<file path="config.mk">
export PLATFORM = sky130hd
export DESIGN_NAME = ahb_master_arbiter
export DESIGN_NICKNAME = d
export VERILOG_FILES = /design/src/rtl/ahb_pkg.sv /design/src/rtl/ahb_rr_picker.sv /design/src/rtl/ahb_master_arbiter.sv
export SDC_FILE = /design/constraint.sdc
export NUM_CORES = 1
export LEC_CHECK = 0
export BUFFER_PORTS_ARGS = -buffer_cell sky130_fd_sc_hd__buf_2
export CAP_MARGIN = 20
export CORE_AREA = 2 2 93 95
export CTS_CLUSTER_DIAMETER = 150
export DETAILED_ROUTE_END_ITERATION = 10
export DIE_AREA = 0 0 95 97
export GPL_ROUTABILITY_DRIVEN = 0
export PLACE_DENSITY = 0.51
export SYNTH_ARGS = -nofsm -noshare
export SYNTH_HDL_FRONTEND = slang
export SYNTH_HIERARCHICAL = 1
export SYNTH_SLANG_ARGS = --single-unit
</file>
<file path="constraint.sdc">
create_clock -name clk -period 3.8 [get_ports clk]
set_input_delay 0.38 -clock clk [delete_from_list [all_inputs] [get_ports clk]]
set_output_delay 0.38 -clock clk [all_outputs]
set_load 0.01 [all_outputs]
</file>
<file path="src/rtl/ahb_pkg.sv">
// Shared AHB-Lite types and master identifiers for the bus arbiter.
package ahb_pkg;

    typedef enum logic [1:0] {
        IDLE   = 2'b00,
        BUSY   = 2'b01,
        NONSEQ = 2'b10,
        SEQ    = 2'b11
    } htrans_t;

    typedef logic master_id_t;

    localparam master_id_t M_CORE = 1'b0;
    localparam master_id_t M_BOOT = 1'b1;

    // Address-phase ownership; the encoding is the owning master id.
    typedef enum logic {
        OWN_M0 = 1'b0,
        OWN_M1 = 1'b1
    } own_state_t;

    // SEQ and BUSY continue a burst; the bus must not change hands there.
    function automatic logic is_mid_burst(input logic [1:0] trans);
        return (trans == SEQ) || (trans == BUSY);
    endfunction

endpackage

</file>
<file path="src/rtl/ahb_rr_picker.sv">
// Combinational next-owner selection: burst protection, parking,
// single-requester handover, round-robin on contention and hold limit.
module ahb_rr_picker import ahb_pkg::*; #(
    parameter master_id_t PARK_ID = M_CORE
) (
    input  logic       hbusreq_m0,
    input  logic       hbusreq_m1,
    input  master_id_t owner,
    input  master_id_t last_grant,
    input  logic [1:0] owner_htrans,
    input  logic       hold_sat,
    output master_id_t next_owner
);

    logic req_own;
    logic req_oth;

    assign req_own = (owner == M_BOOT) ? hbusreq_m1 : hbusreq_m0;
    assign req_oth = (owner == M_BOOT) ? hbusreq_m0 : hbusreq_m1;

    // Pick the owner for the next address phase.
    always_comb begin
        next_owner = owner;
        if (is_mid_burst(owner_htrans)) begin
            next_owner = owner;
        end else if (!hbusreq_m0 && !hbusreq_m1) begin
            next_owner = PARK_ID;
        end else if (req_oth && !req_own) begin
            next_owner = ~owner;
        end else if (req_own && !req_oth) begin
            next_owner = owner;
        end else if (owner_htrans == IDLE) begin
            next_owner = ~last_grant;
        end else if (hold_sat) begin
            next_owner = ~owner;
        end
    end

endmodule

</file>
<file path="src/rtl/ahb_master_arbiter.sv">
// Two-master AHB-Lite arbiter: registered grant, address/data muxes and
// hresp routing to the data-phase owner.
module ahb_master_arbiter import ahb_pkg::*; #(
    parameter int unsigned MAX_HOLD    = 8,
    parameter int unsigned PARK_MASTER = 0
) (
    input  logic        clk,
    input  logic        reset,
    input  logic        hbusreq_m0,
    input  logic        hbusreq_m1,
    output logic        hgrant_m0,
    output logic        hgrant_m1,
    input  logic [31:0] haddr_m0,
    input  logic [1:0]  htrans_m0,
    input  logic        hwrite_m0,
    input  logic [2:0]  hsize_m0,
    input  logic [3:0]  hprot_m0,
    input  logic        is_signed_m0,
    input  logic [31:0] hwdata_m0,
    input  logic [31:0] haddr_m1,
    input  logic [1:0]  htrans_m1,
    input  logic        hwrite_m1,
    input  logic [2:0]  hsize_m1,
    input  logic [3:0]  hprot_m1,
    input  logic        is_signed_m1,
    input  logic [31:0] hwdata_m1,
    output logic [31:0] haddr,
    output logic [1:0]  htrans,
    output logic        hwrite,
    output logic [2:0]  hsize,
    output logic [3:0]  hprot,
    output logic        is_signed,
    output logic [31:0] hwdata,
    input  logic        hready,
    input  logic        hresp,
    output logic        hready_m0,
    output logic        hready_m1,
    output logic        hresp_m0,
    output logic        hresp_m1,
    output logic        hmaster
);

    localparam master_id_t PARK_ID      = (PARK_MASTER != 0) ? M_BOOT : M_CORE;
    localparam own_state_t PARK_STATE   = own_state_t'(PARK_ID);
    localparam logic [3:0] HOLD_LIMIT   = 4'(MAX_HOLD);
    localparam logic [4:0] HOLD_LIMIT_W = 5'(MAX_HOLD);

    own_state_t state;
    master_id_t cur_owner;
    master_id_t hmaster_d;
    master_id_t last_grant;
    master_id_t next_owner;
    logic [3:0] hold_cnt;
    logic       accept;
    logic       hold_sat;

    assign cur_owner = master_id_t'(state);
    assign hmaster   = cur_owner;
    assign accept    = htrans[1] & hready;

    // Saturation includes the transfer accepted this cycle so the owner gets
    // exactly MAX_HOLD transfers, not MAX_HOLD+1, before handing over.
    assign hold_sat = ({1'b0, hold_cnt} + {4'b0, accept}) >= HOLD_LIMIT_W;

    ahb_rr_picker #(
        .PARK_ID (PARK_ID)
    ) u_picker (
        .hbusreq_m0   (hbusreq_m0),
        .hbusreq_m1   (hbusreq_m1),
        .owner        (cur_owner),
        .last_grant   (last_grant),
        .owner_htrans (htrans),
        .hold_sat     (hold_sat),
        .next_owner   (next_owner)
    );

    // Ownership FSM with registered grants; everything freezes on a wait state.
    always_ff @(posedge clk) begin
        if (!reset) begin
            state      <= PARK_STATE;
            hmaster_d  <= PARK_ID;
            last_grant <= ~PARK_ID;
            hold_cnt   <= '0;
            hgrant_m0  <= (PARK_ID == M_CORE);
            hgrant_m1  <= (PARK_ID == M_BOOT);
        end else if (hready) begin
            state      <= own_state_t'(next_owner);
            hmaster_d  <= cur_owner;
            last_grant <= next_owner;
            hgrant_m0  <= (next_owner == M_CORE);
            hgrant_m1  <= (next_owner == M_BOOT);
            if (next_owner != cur_owner) begin
                hold_cnt <= '0;
            end else if (accept && (hold_cnt < HOLD_LIMIT)) begin
                hold_cnt <= hold_cnt + 4'd1;
            end
        end
    end

    // Address-phase mux selected by the registered owner.
    always_comb begin
        haddr     = haddr_m0;
        htrans    = htrans_m0;
        hwrite    = hwrite_m0;
        hsize     = hsize_m0;
        hprot     = hprot_m0;
        is_signed = is_signed_m0;
        if (state == OWN_M1) begin
            haddr     = haddr_m1;
            htrans    = htrans_m1;
            hwrite    = hwrite_m1;
            hsize     = hsize_m1;
            hprot     = hprot_m1;
            is_signed = is_signed_m1;
        end
    end

    assign hwdata    = (hmaster_d == M_BOOT) ? hwdata_m1 : hwdata_m0;
    assign hresp_m0  = hresp & (hmaster_d == M_CORE);
    assign hresp_m1  = hresp & (hmaster_d == M_BOOT);
    assign hready_m0 = hready;
    assign hready_m1 = hready;

endmodule

</file>
==> metrics.md, run 1 <==
| Metric | Value |
|---|---|
| Run status | completed |
| TritonCTS buffer count | 3 |
| Clk sinks | 8 |
| Pin count of the biggest net entering global routing | 52 |
| Final HPWL DP | 5340 um |
| CTS clk-pin slew, worst paths | approximately 0.040 ns |
| Final min period | 3.03 ns |
| Total grt overflow | 0 |
| Top Ports | 238 |
| P&R area growth vs syn | 93.9% |
| DR pass1 iterations | 4 |
| Slew @ Worst Pin | approximately 0.6 ns |
| Critical path data required time | 3.95 ns |
| Die Y | just under 100 um |
| Worst min-delay path class | input pin to flop |
| Final setup fails | 0 |
| Crit-path cells | mux2_2, and2_1, ha_1, ha_1, nor3_1, a21oi_1, xnor2_1, a2111oi_1, a221o_1, mux2i_1, o22ai_1, o22ai_1 |
| Initial DRC Count | 24 |
| CTS resizes | 0 |
| CP max-delay cell | a2111oi_1 |
| Final nets | 534 |
| Top-area cell type share of the netlist area | between 60% and 70% |
| Reg2reg start | hmaster |
| CP endpoint | hold_cnt[0] |
| Hold Buf Count CTS | 0 |
| Core Area | between 8000 and 9000 um2 |
| Post-CTS setup buffer count | 0 |
| Final hold violations | 0 |
| Top Family by Delay on Critical Path | compound AO/OA/AOI/OAI gates |
| VDD IR max | 0.0000654 V |
| CTS tree | done |
| CP Launch Point | hmaster |
| Design area | roughly 2700 um2 |
| Row count | 33 |
| DIE AREA | between 9000 and 10,000 um2 |
| Leak | ~1.4 nW |
| Cell Area, Placed | 2650 um2 |
| Routed Antenna Nets | 0 |
| Vias in the first global route | 2,034 |
| Hold slack | 0.425 ns |
| Layout Skew | between 0.003 and 0.004 ns |
| Buf/Inv on CP | 0 |
| Slew HR | slightly below 60% |
| Synth area leaders | mux2_2, dfxtp_1, buf_2, ha_1, buf_4 |
| FF+latch count, synth | 8 |
| Post-synth cell types | 30 |
| Via/cell ratio | 4.08 |
| Clk_lat worst skew | 0.23 ns |
| WL final | roughly 6000 um |
| Diode count | 0 |
| Path type of the worst setup path | flop to flop |
| Mapped Cells | 144 |
| CP max stage delay | roughly 0.4 ns |
| Final period util | 79.8% |
| Inst Count DP | between 400 and 500 |
| CTS H-Tree Depth | 1 |
| Wire per inst | around 13 um |
| Vias | 1,950 |
| Setup Slack @ Placement | 0.641 ns |
| Worst R2R Path Depth | 12 |
| CP startpoint kind | flop |
| Count of input and output buffers | 237 |
| Synth Cell Area | 1390 um2 |
| Max-cap violations | 0 |
| Critical Path End Type | flop |
| Width of the die | about 95 um |
| Initial antenna violation count | 0 |
| Layout cells sized above 1 | about 85% |
| Fmax | about 330 MHz |
| Clock Root Buffer | clkbuf_8 |
| Yosys warns | 6 |
| Crit path DAT | 3.19 ns |
| Unrepaired setup endpoints after global routing | no |
| Slew Limit Fails | 0 |
| Critical path depth | 12 |
| Reg2Reg Setup Slack | 0.77 ns |
| Worst r2r dst | hold_cnt[0] |
| CP Max Fanout | 5 |
| Syn Nets | approximately 300 |
| Finished Layout Cells | ~480 |
| Average size of a mapped cell | 9.63 um2 |
| First-pass GRT wire length | 9260 um |
| Gr usage total | between 10% and 20% |
| Pwr dens | ~170 nW/um2 |
| Final setup margin | 0.766 ns |
| Yosys top cell by area | mux2_2 |
| Drt drc | 0 |
| Buffer depth of the longest clock path | 2 |
| TNS Setup | 0 ns |
| Starting Density | 17.0% |
| Post-synthesis sequential area ratio | 11.6% |
-- power breakdown --
| part | internal [mW] | switching, mW |
|---|---|---|
| Sequential | 0.0881 | 0.00286 |
| Combinational | 0.157 | 0.117 |
| Clock | 0.0685 | 0.0321 |
-- cells in the final DEF (no fill, tap or decap), drive strengths merged --
master / netlist / routed
buf: 12 / 239
nand3b: 1 / 1
mux2i: 2 / 2
o211ai: 1 / 1
nor2: 1 / 1
xnor2: 2 / 2
o32ai: 1 / 1
or3b: 1 / 1
a221o: 1 / 1
clkbuf: 1 / 3
nand2b: 2 / 2
or3: 1 / 1
o22ai: 4 / 4
inv: 4 / 4
nor2b: 3 / 3
dfxtp: 8 / 8
ha: 3 / 3
nor3: 1 / 1
a21oi: 1 / 1
and2: 2 / 2
a2111oi: 1 / 1
mux2: 75 / 75
nand2: 8 / 8
o21ai: 2 / 2
nand4: 1 / 1
a21boi: 1 / 1
nand3: 3 / 3
a21o: 1 / 1
-- cells by family after synthesis --
family / Yosys count / share of synthesized area [%]
DFF: 8 / 11.6
adders and majority gates: 3 / 2.71
xor gates and xnor gates: 2 / 1.26
and+or+nand+nor: 24 / 9.12
muxes: 77 / 62.4
buffers and inverters: 17 / 6.41
AOI/OAI and AO/OA: 13 / 6.59
-- cell type report --
type | count | area, um2
multi-input cells | 119 | 1140
flip-flops and latches | 8 | 161
well taps | 105 | 131
repair buffers | 239 | 1200
inverters | 4 | 15.0
clock buffers | 3 | 41.3
fillers | 883 | 5450
-- how the worst min path moves through the flow --
stage                       endpoint  slack (ns)        from  cells after the start
after global routing       hgrant_m0        0.44       reset                      2
final                      hgrant_m0        0.42       reset                      2
after detailed placement  last_grant        0.47  last_grant                      2
after global placement    last_grant        0.47  last_grant                      2
after CTS                  hgrant_m0        0.42       reset                      2
after floorplan           last_grant        0.43  last_grant                      2
-- cells in the mapped netlist --
master and n:
nand3b_1 1, a21oi_1 1, nor3_1 1, nand4_1 1
xnor2_1 2, nand2_1 8, o22ai_1 4, nor2_1 1
nand3_1 3, o32ai_1 1, mux2_2 75, mux2i_1 2
buf_2 8, buf_4 4, nand2b_1 2, a221o_1 1
dfxtp_1 8, o211ai_1 1, inv_1 4, and2_1 2
o21ai_0 1, o21ai_1 1, nor2b_1 3, clkbuf_1 1
a2111oi_1 1, or3_1 1, a21boi_0 1, or3b_1 1
a21o_1 1, ha_1 3
-- sequential cells by signal, summed over array words and instances (netlist names) --
signal / cells
hgrant_m0: 1
hmaster: 1
hmaster_d: 1
hold_cnt: 4
last_grant: 1
-- metrics by stage --
step	power (mW)	utilization [%]
after detailed placement	0.368	32.5
after CTS	0.473	33.0
after floorplan	0.228	-
after global placement	0.365	32.5
final	0.466	33.0
after global routing	0.500	33.0
-- layer usage --
| layer | global-route usage, % | share of wire (%) | vias up |
|---|---|---|---|
| met5 | 0 | 0 | - |
| met4 | 1.90 | 0.83 | 0 |
| met3 | 2.49 | 8.7 | 8 |
| met2 | 24.0 | 54 | 103 |
| met1 | 12.7 | 37 | 849 |
| li1 | - | - | 990 |
Power figures use the tool's default switching activity.
==> inputs of run 2 (changes only) <==
==> constraint.sdc (replaced) <==
create_clock -name clk -period 2.95 [get_ports clk]
set_input_delay 0.295 -clock clk [delete_from_list [all_inputs] [get_ports clk]]
set_output_delay 0.295 -clock clk [all_outputs]
set_load 0.01 [all_outputs]
==> run 2 against run 1 <==
Compared with the run above:
- count of clock-buffer cells in the layout up 1
- sequential share of layout area about the same
- utilization up 0.78 points
- worst hold slack worse by 0.085 ns
- largest power group unchanged
==> metrics.md, run 2 (synthesis gave the netlist of run 1 again) <==
| Metric | Value |
|---|---|
| CTS tree | done |
| Fmax | 357 MHz (+8.2%) |
| P&R area growth vs syn | 98.5% |
| Leak | 1.45 nW (+2.2%) |
| Final hold violations | 0 (unchanged) |
| Layout Skew | 0.00597 ns (+0.00281 ns) |
| Final period util | 95.1% (+15 points) |
| Reg2Reg Setup Slack | 0.15 ns (-0.62 ns) |
| Count of input and output buffers | 237 (unchanged) |
| Path type of the worst setup path | flop to flop |
| Critical Path End Type | flop |
| Final setup margin | 0.146 ns (-0.620 ns) |
| Drt drc | 0 (unchanged) |
| Final HPWL DP | 5400 um (+1.1%) |
| Pwr dens | 226 nW/um2 (+30%) |
| Clk sinks | 8 (unchanged) |
| Via/cell ratio | 4.14 (+1.6%) |
| Core Area | 8130 um2 (unchanged) |
| Largest register FFs | 4 (unchanged) |
| VDD IR max | 0.0000991 V (+51%) |
| CTS clk-pin slew, worst paths | 0.04 ns (about the same) |
| Layout cells sized above 1 | 86.5% (+1.3 points) |
| Buffer depth of the longest clock path | 2 (unchanged) |
| Met1 wire length | 2300 um (+4.6%) |
| Slew HR | 59.4% (-0.15 points) |
| CP startpoint kind | flop |
| Die Y | 97 um (unchanged) |
| Footprint of the multi-input gates | 1160 um2 (+2.4%) |
| Gr usage total | 12.0% (-0.034 points) |
| Reg area | 164 um2 (+1.6%) |
| WL final | 6050 um (+0.68%) |
| Routed Antenna Nets | 0 (unchanged) |
| Hold depth | 2 (unchanged) |
| Starting Density | 17.0% (unchanged) |
| Final setup fails | 0 (unchanged) |
| Total grt overflow | 0 (unchanged) |
| TritonCTS buffer count | 3 (unchanged) |
| Final min period | 2.80 ns (-0.230 ns) |
| Wire per inst | 12.5 um (-0.36%) |
| TNS Setup | 0 ns (unchanged) |
| Unrepaired setup endpoints after global routing | no |
| First-pass GRT wire length | 9040 um (-2.4%) |
| Critical path data required time | 3.10 ns (-0.85 ns) |
| Max-cap violations | 0 (unchanged) |
| Met2 Wirelength | 3270 um (+0.93%) |
| Worst r2r dst | hold_cnt[2] |
| Width of the die | 95 um (unchanged) |
| Most frequent cells in the layout | buf_2, mux2_2, nand2_1 |
| Setup Slack @ Placement | 0.0179 ns (-0.623 ns) |
| Slew @ Worst Pin | 0.608 ns (+0.00225 ns) |
| Clock Root Buffer | clkbuf_8 |
| DR pass1 iterations | 4 (unchanged) |
| CTS H-Tree Depth | 1 (unchanged) |
| Diode count | 0 (unchanged) |
| Pin count of the biggest net entering global routing | 52 (unchanged) |
| Post-Route Utilization | 33.8% (+0.78 points) |
| Fill cells | 890 (+0.79%) |
| Crit path DAT | 2.95 ns (-0.24 ns) |
| Top sig layer | met4 |
| Commonest non-fill, non-tap cell in the layout | buf_2 |
| CP Launch Point | hmaster |
| Row count | 33 (unchanged) |
| Clk_lat worst skew | 0.23 ns (about the same) |
| CP Max Fanout | 4 (-1) |
| Worst min-delay path class | input pin to flop |
| Top Ports | 238 (unchanged) |
| Run status | completed |
| Vias in the first global route | 2,012 (-1.1%) |
| Initial antenna violation count | 0 (unchanged) |
| Reg2reg start | hmaster |
| Largest Register | hold_cnt |
| DR WL met3 | 476 um (-9.2%) |
| Worst R2R Path Depth | 12 (unchanged) |
| DIE AREA | 9220 um2 (unchanged) |
| Final nets | 538 (+0.75%) |
| Initial DRC Count | 28 (+17%) |
| Slew Limit Fails | 0 (unchanged) |
| CP endpoint | hold_cnt[2] |
| Vias | 2,002 (+2.7%) |
## run 2: cell types whose count changed in the layout (fill, tap and decap cells not counted), sizes merged
cell / change
buf: +4
clkbuf: +1
## run 2: metal layers
layer | vias up | GRT usage [%]
met3 | 2 | 2.73
li1 | 996 | -
met2 | 100 | 22.1
met5 | - | 0
met4 | 0 | 2.01
met1 | 904 | 14.1
## run 2: critical path: stages (launching register included)
cell       delay [ns]
dfxtp_4          0.34
mux2_4           0.30
and2_1           0.16
ha_1             0.19
ha_1             0.17
nor3_1           0.16
a21oi_1          0.07
xnor2_1          0.17
a2111oi_2        0.09
a221o_2          0.38
mux2i_2          0.20
or3_1            0.38
o22ai_1          0.11
## run 2: how the worst min path moves through the flow
stage	start	slack [ns]	end
floorplan	last_grant	0.43	last_grant
global placement	hgrant_m0	0.46	hgrant_m0
detailed placement	hgrant_m0	0.47	hgrant_m0
CTS	reset	0.33	hgrant_m0
global route	reset	0.35	hgrant_m0
finish	reset	0.34	hgrant_m0
## run 2: power breakdown
group	switching [mW]	leakage, nW	internal [mW]	total (mW)
clock network	0.0428	0.0228	0.0936	0.136
logic	0.157	1.36	0.211	0.368
registers	0.00370	0.0659	0.113	0.117
## run 2: what timing repair did
item                                   4_1_cts  5_1_grt
endpoints found under the hold margin        0        0
hold buffers                                 0        0
gates resized for setup                      0        5
buffers inserted                             0        0
setup endpoints to repair                    0        4
## run 2: layout make-up
class | instances | share of cell area (%)
Clock buffer | 4 | 1.64
Inverter | 4 | 0.546
Multi-Input combinational cell | 119 | 42.3
Sequential cell | 8 | 5.96
Tap cell | 105 | 4.77
Timing Repair Buffer | 243 | 44.7
## run 2: metrics by stage
step	hold slack (ns)	cell area (um2)	instances	power (mW)
2_1_floorplan	0.433	1400	144	0.295
3_3_place_gp	0.465	2680	479	0.479
3_5_place_dp	0.469	2680	479	0.482
4_1_cts	0.331	2730	483	0.624
5_1_grt	0.346	2750	483	0.666
6_report	0.340	2750	483	0.621
